--- config.mk ---
export PLATFORM = sky130hd
export DESIGN_NAME = lvds_deframer
export DESIGN_NICKNAME = d
export VERILOG_FILES = /design/src/rtl/lvds_deframer.sv
export SDC_FILE = /design/constraint.sdc
export NUM_CORES = 1
export LEC_CHECK = 0
export ABC_CLOCK_PERIOD_IN_PS = 6670
export CORE_ASPECT_RATIO = 1.25
export CORE_MARGIN = 4
export CORE_UTILIZATION = 55
export DETAILED_ROUTE_END_ITERATION = 8
export PLACE_DENSITY = 0.93
export SYNTH_ARGS = -nofsm -noshare
export SYNTH_HDL_FRONTEND = slang
export SYNTH_SLANG_ARGS = --single-unit
--- constraint.sdc ---
create_clock -name c -period 6.67 [get_ports c]
set_input_delay 2.001 -clock c [delete_from_list [all_inputs] [get_ports c]]
set_output_delay 2.001 -clock c [all_outputs]
set_load 0.02 [all_outputs]
--- src/rtl/lvds_deframer.sv ---
// lvds_deframer: assembles recovered LVDS nibbles into bytes (high nibble first), delimits packets,
// enforces MAX_BYTES and keeps saturating counters; define LVDS_DEFRAMER_CRC_EN for the CRC-8 check.
module lvds_deframer #(
    parameter int MAX_BYTES = 64,
    parameter int CW        = 16
) (
    input  logic          c,
    input  logic          r,
    input  logic [3:0]    nd,
    input  logic          nv,
    input  logic          nl,
    output logic [7:0]    od,
    output logic          ov,
    output logic          osop,
    output logic          oeop,
    output logic          oerr,
    output logic [CW-1:0] pkt_cnt,
    output logic [CW-1:0] err_cnt
);
    localparam int LW = $clog2(MAX_BYTES + 1);
    typedef enum logic [1:0] {HI, LO, DROP} state_t;
    state_t        r_state;
    logic [3:0]    r_hi;
    logic [LW-1:0] r_len;
    logic          r_ovf;
    logic [7:0]    w_byte;
    logic          w_full, w_eop, w_take, w_odd, w_bad, w_crc_bad;
    assign w_byte = {r_hi, nd};
    assign w_full = r_len == LW'(MAX_BYTES);
    assign w_eop  = nv & nl;
    assign w_take = nv & (r_state == LO) & ~w_full;
    assign w_odd  = w_eop & (r_state == HI);
    // A byte arriving with the packet already full is the overflow that ends or drops the packet.
    assign w_bad  = w_odd | r_ovf | ((r_state == LO) & w_full) | w_crc_bad;
`ifdef LVDS_DEFRAMER_CRC_EN
    logic [7:0] r_crc, w_crc_nx;
    function automatic logic [7:0] crc_next(input logic [7:0] crc, input logic [7:0] b);
        logic [7:0] x;
        x = crc ^ b;
        for (int i = 0; i < 8; i++) x = x[7] ? ((x << 1) ^ 8'h07) : (x << 1);
        return x;
    endfunction
    assign w_crc_nx  = crc_next(r_crc, w_byte);
    assign w_crc_bad = w_crc_nx != 8'h00;
    always_ff @(posedge c) begin
        if (r || w_eop) r_crc <= 8'h00;
        else if (w_take) r_crc <= w_crc_nx;
    end
`else
    assign w_crc_bad = 1'b0;
`endif
    always_ff @(posedge c) begin
        if (r) begin
            r_state <= HI;
            r_hi    <= 4'h0;
            r_len   <= '0;
            r_ovf   <= 1'b0;
            od      <= 8'h00;
            ov      <= 1'b0;
            osop    <= 1'b0;
            oeop    <= 1'b0;
            oerr    <= 1'b0;
            pkt_cnt <= '0;
            err_cnt <= '0;
        end else begin
            ov   <= w_take | w_eop;
            od   <= w_take ? w_byte : (w_odd && !w_full) ? {nd, 4'h0} : 8'h00;
            osop <= (w_take | w_eop) && r_len == '0;
            oeop <= w_eop;
            oerr <= w_eop & w_bad;
            if (w_eop) begin
                r_state <= HI;
                r_len   <= '0;
                r_ovf   <= 1'b0;
                if (w_bad) err_cnt <= err_cnt + CW'(~&err_cnt);
                else pkt_cnt <= pkt_cnt + CW'(~&pkt_cnt);
            end else if (nv) begin
                case (r_state)
                    HI: begin
                        r_hi    <= nd;
                        r_state <= LO;
                    end
                    LO: begin
                        r_state <= w_full ? DROP : HI;
                        r_ovf   <= w_full;
                        if (!w_full) r_len <= r_len + 1'b1;
                    end
                    default: r_state <= DROP;
                endcase
            end
        end
    end
endmodule

==> out/metrics.yaml, run 1 <==
grt_first_pass_wirelength_um: 10300
cts.htree.levels: 3
synth_cell_types: 42
maxSlewHeadroom_pct: 52.9
rsz0062_at_grt: "false"
worstSetupPathType: "in -> reg"
crit_slowest_cell: "a21oi_4"
antenna_found_initial: 0
seqCellArea_um2: 1160
numCtsBuffers: 9
end_kind: "flop"
muxShareOfSynthArea_pct: 0.745
antenna_left: 0
synth_top_family_by_area: "simple AND/OR/NAND/NOR gates"
synth-simple-area-share_pct: 27.4
fmax_mhz: 250
p_sw_share_pct: 21.2
vdd_drop_max_mv: 0.131
ctsHoldBuffers: 0
routed_wl_um: 6260
syn_nets: 305
multi_input_area_um2: 1450
post_drt_wl_per_cell_um: 15.4
layout-drive-gt1-share_pct: 9.25
tightest_slew_ns: 0.705
synth_top_cells_by_count: "58 x dfxtp_1, 34 x nor2_1, 21 x a21oi_1, 19 x nand2_1, 16 x nand3_1"
reg2reg_slack_ns: 3.76
hp-start: "r_hi[2]$_SDFFE_PP0P_"
diodes: 0
dp_hpwl_um: 4350
synthArstFlopShare_pct: 0
setup_violations: 0
via_count: 2371
ys_warn_count: 0
drv_slew: 0
synthAdderAreaFrac_pct: 3.72
clkSlewWorstSetupHoldPaths_ns: 0.06
synth_seq_cells: 58
clockPowerShare_pct: 47.4
synth-seq-area-share_pct: 43.2
synth_xor_xnor_area_share_pct: 7.82
r2r-start: "pkt_cnt[7]$_SDFFE_PP0P_"
cp.arrival_ns: 4.27
synth.area.top_cells: "dfxtp_1 43%, nor2_1 4.7%, xnor2_1 4.2%"
ys.flop_type: "dfxtp_1"
fin_crit_ns: 4.01
worstPathRequired_ns: 6.94
power.density_nw_per_um2: 220
io_pins: 52
dieArea_um2: 6080
finalHoldViolCount: 0
syn_area_um2: 2690
whs_endpoint: "od[6]$_SDFF_PP0_"
place_ws_ns: 2.37
synth_compound_area_share_pct: 14.1
dr.first_iter.drc_count: 198
cp_slowest_stage_delay_ns: 0.59
tns_ns: 0
p_leak_uw: 0.00115
fin_util_pct: 72.7
yosys.area.top_type: "dfxtp_1"
critPathMaxFanout: 22
die_h_um: 86.2
viasPerCell: 5.84
outcome: "finished, final reports clean"
synth_area_per_cell_um2: 9.30
r2r_cells: 9
power.share.combinational_pct: 5.8
routabilityCongestion: 0.835
nNetsFinal: 358
core_area_um2: 4730
min_period_over_period_pct: 60.0
cap_violations: 0
yosysMostFrequentCell: "dfxtp_1"
post_cts_buffers: 0
cts_buffer_depth: 2
placementRows: 28
synth_top_area_share_pct: 43.2
setup_ws_ns: 2.66
p_total_uw: 758
drtPass1Iterations: 4
hold_path.class: "reg -> reg"
grt_pass1_vias: 2260
initial_core_util_pct: 56.8
root_buffer: "clkbuf_8"
crit_path_cell_trace: "clkdlybuf4s50_1, and2_4, a21oi_4, nand3_2, or4_1, a21oi_1"
grt_usage_pct: 21.1
min_path_cells: 1
synthCells: 289
drc: 0
clkLatencyLatePin_ns: 0.34
cts_sinks: 58
die_w_um: 70.5
grt_max_degree: 41
grt-ovfl-total: 0
critPathLaunchType: "input port"
r2r_end: "pkt_cnt[8]$_SDFFE_PP0P_"
syn_to_final_growth_pct: 27.9
numPortBuffers: 51
internal-power_uw: 598
p_seq_share_pct: 46.8
cts_tree: "done"
synth_edf_count: 0
power.switching_uw: 160
finalClockSkew_ns: 0.00992
cts_resized: 0
fillers: 360
layout make-up:
cell class              instances  share of cell area (%)
well taps                      60                    2.18
inverters                       5                   0.546
clock buffers                  13                    4.62
repair buffers                 52                    15.1
multi-input cells             216                    42.0
clock inverters                 2                    1.75
flip-flops and latches         58                    33.8
cell usage in the layout, fill, tap and decap left out, types with 4 or more instances in the layout:
| cell type | n |
|---|---|
| a2111oi_2 | 4 |
| a21oi_1 | 21 |
| a22o_1 | 4 |
| and2_1 | 7 |
| and3_1 | 4 |
| and4_1 | 4 |
| clkbuf_8 | 11 |
| clkdlybuf4s50_1 | 51 |
| dfxtp_1 | 58 |
| ha_1 | 8 |
| inv_1 | 5 |
| nand2_1 | 19 |
| nand3_1 | 16 |
| nand4_1 | 13 |
| nor2_1 | 34 |
| o21ai_0 | 10 |
| o31ai_1 | 5 |
| or3_1 | 6 |
| or4_1 | 8 |
| xnor2_1 | 13 |
| xor2_1 | 11 |
power by group through the flow:
stage / combinational (µW) / clock (µW) / sequential [µW]
3_3_place_gp: 42.3 / 0 / 362
6_report: 43.9 / 359 / 355
2_1_floorplan: 24.5 / 0 / 366
4_1_cts: 44.0 / 365 / 355
3_5_place_dp: 43.6 / 0 / 363
5_1_grt: 47.3 / 380 / 355
worst max-delay path by stage:
stage               from                        to  slack [ns]
detailed placement    nl  pkt_cnt[10]$_SDFFE_PP0P_        2.37
global route          nl  pkt_cnt[10]$_SDFFE_PP0P_        2.54
finish                nl  pkt_cnt[10]$_SDFFE_PP0P_        2.66
floorplan             nl   pkt_cnt[9]$_SDFFE_PP0P_        3.30
CTS                   nl  pkt_cnt[10]$_SDFFE_PP0P_        2.71
global placement      nl  pkt_cnt[10]$_SDFFE_PP0P_        2.43
through the flow:
step	hold WS (ns)	instance area, µm²	instances
detailed placement	0.467	3220	391
finish	0.484	3440	406
global placement	0.449	3220	391
global route	0.502	3440	406
CTS	0.481	3440	406
floorplan	0.443	2690	289
logic make-up (layout without fill, tap and decap cells):
logic type / after synthesis / after routing
simple gates: 129 / 129
fa+ha+maj: 8 / 8
mux: 2 / 2
buf+inv: 15 / 72
flops: 58 / 58
compound gates: 53 / 53
xor+xnor: 24 / 24
sequential cells by signal, summed over array words and instances, names as in the netlist:
register and flops:
err_cnt 16, od 8, oeop 1, oerr 1, osop 1, ov 1
pkt_cnt 16, r_hi 4, r_len 7, r_ovf 1, r_state 2
layer usage:
layer  share of wire [%]  routed length [µm]  up-vias  global-route usage (%)
met3                 5.7                 359       11                    4.34
met1                  40                2510     1124                    23.4
met5                   0                   0        -                       0
met2                  52                3260       90                    37.7
met4                 2.1                 129        0                    10.6
li1                    -                   -     1146                       -
critical path: cells and delay by family:
family	cells	cell delay [ns]
simple gates	3	0.99
compound gates	2	0.74
buf+inv	1	0.53
(Power assumes the default switching activity.)
==> run 2, diff against run 1 <==
==> config.mk (replaced) <==
export PLATFORM = sky130hd
export DESIGN_NAME = lvds_deframer
export DESIGN_NICKNAME = d
export VERILOG_FILES = /design/src/rtl/lvds_deframer.sv
export SDC_FILE = /design/constraint.sdc
export NUM_CORES = 1
export LEC_CHECK = 0
export ABC_CLOCK_PERIOD_IN_PS = 4100
export CORE_ASPECT_RATIO = 1.25
export CORE_MARGIN = 4
export CORE_UTILIZATION = 51
export DETAILED_ROUTE_END_ITERATION = 8
export PLACE_DENSITY = 0.88
export SYNTH_ARGS = -nofsm -noshare
export SYNTH_HDL_FRONTEND = slang
export SYNTH_SLANG_ARGS = --single-unit
==> constraint.sdc (replaced) <==
create_clock -name c -period 4.1 [get_ports c]
set_input_delay 1.23 -clock c [delete_from_list [all_inputs] [get_ports c]]
set_output_delay 1.23 -clock c [all_outputs]
set_load 0.02 [all_outputs]
==> run 2 against run 1 <==
Sequential share of layout area increased by 0.12 points. Die area increased by 7.0%. Worst hold slack worse by 0.0039 ns. Flip-flop and latch count did not move. Non-clock buffer count unchanged. Utilization is 5.3 points lower. Design area down 0.36%. Global-route usage fell by 0.36 points. Highest routed layer unchanged.
==> out/metrics.yaml, run 2 (synthesis gave the netlist of run 1 again) <==
cp.arrival_ns: 3.54  # -0.73 ns
grt_max_degree: 24  # -41%
viasPerCell: 5.68  # -2.7%
vdd_drop_max_mv: 0.344  # +160%
numPortBuffers: 51  # unchanged
die_h_um: 89.2  # +3.5%
final_cell_mix: "58 x dfxtp_1, 51 x clkdlybuf4s50_1, 34 x nor2_1, 21 x a21oi_1, 19 x nand2_1"
place_ws_ns: 0.518  # -1.85 ns
grt_usage_pct: 20.7  # -0.36 points
end_kind: "flop"
routed_wl_um: 6050  # -3.4%
cts_sinks: 58  # unchanged
cts.htree.levels: 3  # unchanged
fin_crit_ns: 3.26
min_period_over_period_pct: 79.5
p_leak_uw: 0.00114  # -0.37%
routabilityCongestion: 0.834  # about the same
rsz0062_at_grt: "false"
antenna_found_initial: 0  # unchanged
grt_first_pass_wirelength_um: 10400  # +0.61%
numCtsBuffers: 9  # unchanged
nNetsFinal: 358  # unchanged
grt_pass1_vias: 2262  # +0.088%
layout-drive-gt1-share_pct: 9.54  # +0.29 points
outcome: "finished, final reports clean"
post_cts_buffers: 0  # unchanged
diodes: 0  # unchanged
io_pins: 52  # unchanged
hold_path.class: "reg -> reg"
finalClockSkew_ns: 0.0102  # +0.000272 ns
drtPass1Iterations: 4  # unchanged
maxSlewHeadroom_pct: 52.6  # -0.28 points
post_drt_wl_per_cell_um: 14.8  # -3.9%
core_area_um2: 5080  # +7.4%
final_common_cell: "dfxtp_1"
setup_ws_ns: 0.840  # -1.82 ns
dieArea_um2: 6500  # +7.0%
initial_core_util_pct: 52.9  # -3.9 points
clkSlewWorstSetupHoldPaths_ns: 0.07  # about the same
dp_hpwl_um: 4340  # -0.17%
cp_top_family: "simple AND/OR/NAND/NOR gates"
drc: 0  # unchanged
ctsHoldBuffers: 0  # unchanged
critPathMaxFanout: 22  # unchanged
fin_util_pct: 67.4  # -5.3 points
cts_resized: 0  # unchanged
crit_slowest_cell: "a21oi_4"
crit_buf_inv: 1  # unchanged
cts_buffer_depth: 2  # unchanged
via_count: 2319  # -2.2%
power.density_nw_per_um2: 348  # +58%
worstSetupPathType: "in -> reg"
worstPathRequired_ns: 4.38  # -2.56 ns
placementRows: 29  # +3.6%
syn_to_final_growth_pct: 27.4
drv_slew: 0  # unchanged
finalHoldViolCount: 0  # unchanged
cp_slowest_stage_delay_ns: 0.59  # about the same
antenna_left: 0  # unchanged
crit_path_cell_trace: "clkdlybuf4s50_1, and2_4, a21oi_4, nand3_2, or4_1, a21oi_1"
cap_violations: 0  # unchanged
tightest_slew_ns: 0.709  # +0.00418 ns
grt-ovfl-total: 0  # unchanged
fmax_mhz: 307
largestRegisters: "err_cnt: 16 flops, pkt_cnt: 16 flops, od: 8 flops"
setup_violations: 0  # unchanged
tns_ns: 0  # unchanged
clkLatencyLatePin_ns: 0.35  # about the same
dr.first_iter.drc_count: 130  # -34%
cts_tree: "done"
die_w_um: 72.9  # +3.4%
root_buffer: "clkbuf_8"
critPathLaunchType: "input port"
==> run 2: through the flow <==
step	hold slack, ns	cell area (µm²)	power (µW)	cells
CTS	0.479	3420	1200	408
global route	0.499	3420	1230	408
finish	0.480	3420	1190	408
global placement	0.449	3220	659	393
floorplan	0.443	2690	635	289
detailed placement	0.461	3220	661	393
==> run 2: area by class of cell <==
class | instances | area (µm²)
fill | 429 | 1660
multi-input combinational | 216 | 1450
sequential | 58 | 1160
timing repair buffer | 52 | 518
clock buffer | 13 | 169
tap | 62 | 77.6
clock inverter | 2 | 35.0
inverter | 5 | 18.8
==> run 2: power by group <==
group          switching, µW  leakage [µW]  internal [µW]
Combinational           44.2      0.000570           27.7
Clock                    217      0.000106            326
Sequential              5.43      0.000469            572
Total                    266       0.00114            926
==> run 2: path summary, 6_finish.rpt <==
check                                                end                     from  slack (ns)  cells after the start
worst max-delay path            pkt_cnt[14]$_SDFFE_PP0P_                       nl        0.84                      6
worst min-delay path                r_hi[2]$_SDFFE_PP0P_     r_hi[2]$_SDFFE_PP0P_        0.48                      2
worst max register to register   pkt_cnt[4]$_SDFFE_PP0P_  pkt_cnt[7]$_SDFFE_PP0P_        1.24                      9
worst min register to register      r_hi[2]$_SDFFE_PP0P_     r_hi[2]$_SDFFE_PP0P_        0.48                      2
==> run 2: routing by layer <==
layer / vias up / routed length [µm] / track usage (%) / share of wire, %
met5: - / 0 / 0 / 0
met1: 1109 / 2580 / 23.9 / 43
met3: 14 / 285 / 4.84 / 4.7
met2: 48 / 3030 / 34.6 / 50
li1: 1148 / - / - / -
met4: 0 / 144 / 12.8 / 2.4
==> run 2: worst register-to-register path: stages (launching register included) <==
cell and delay, ns:
dfxtp_1 0.44, nand4_1 0.21, or3_1 0.46, or4_1 0.58, ha_1 0.25, ha_1 0.20, and4_1 0.22, nand3_2 0.16
xor2_1 0.18, nor2_1 0.06
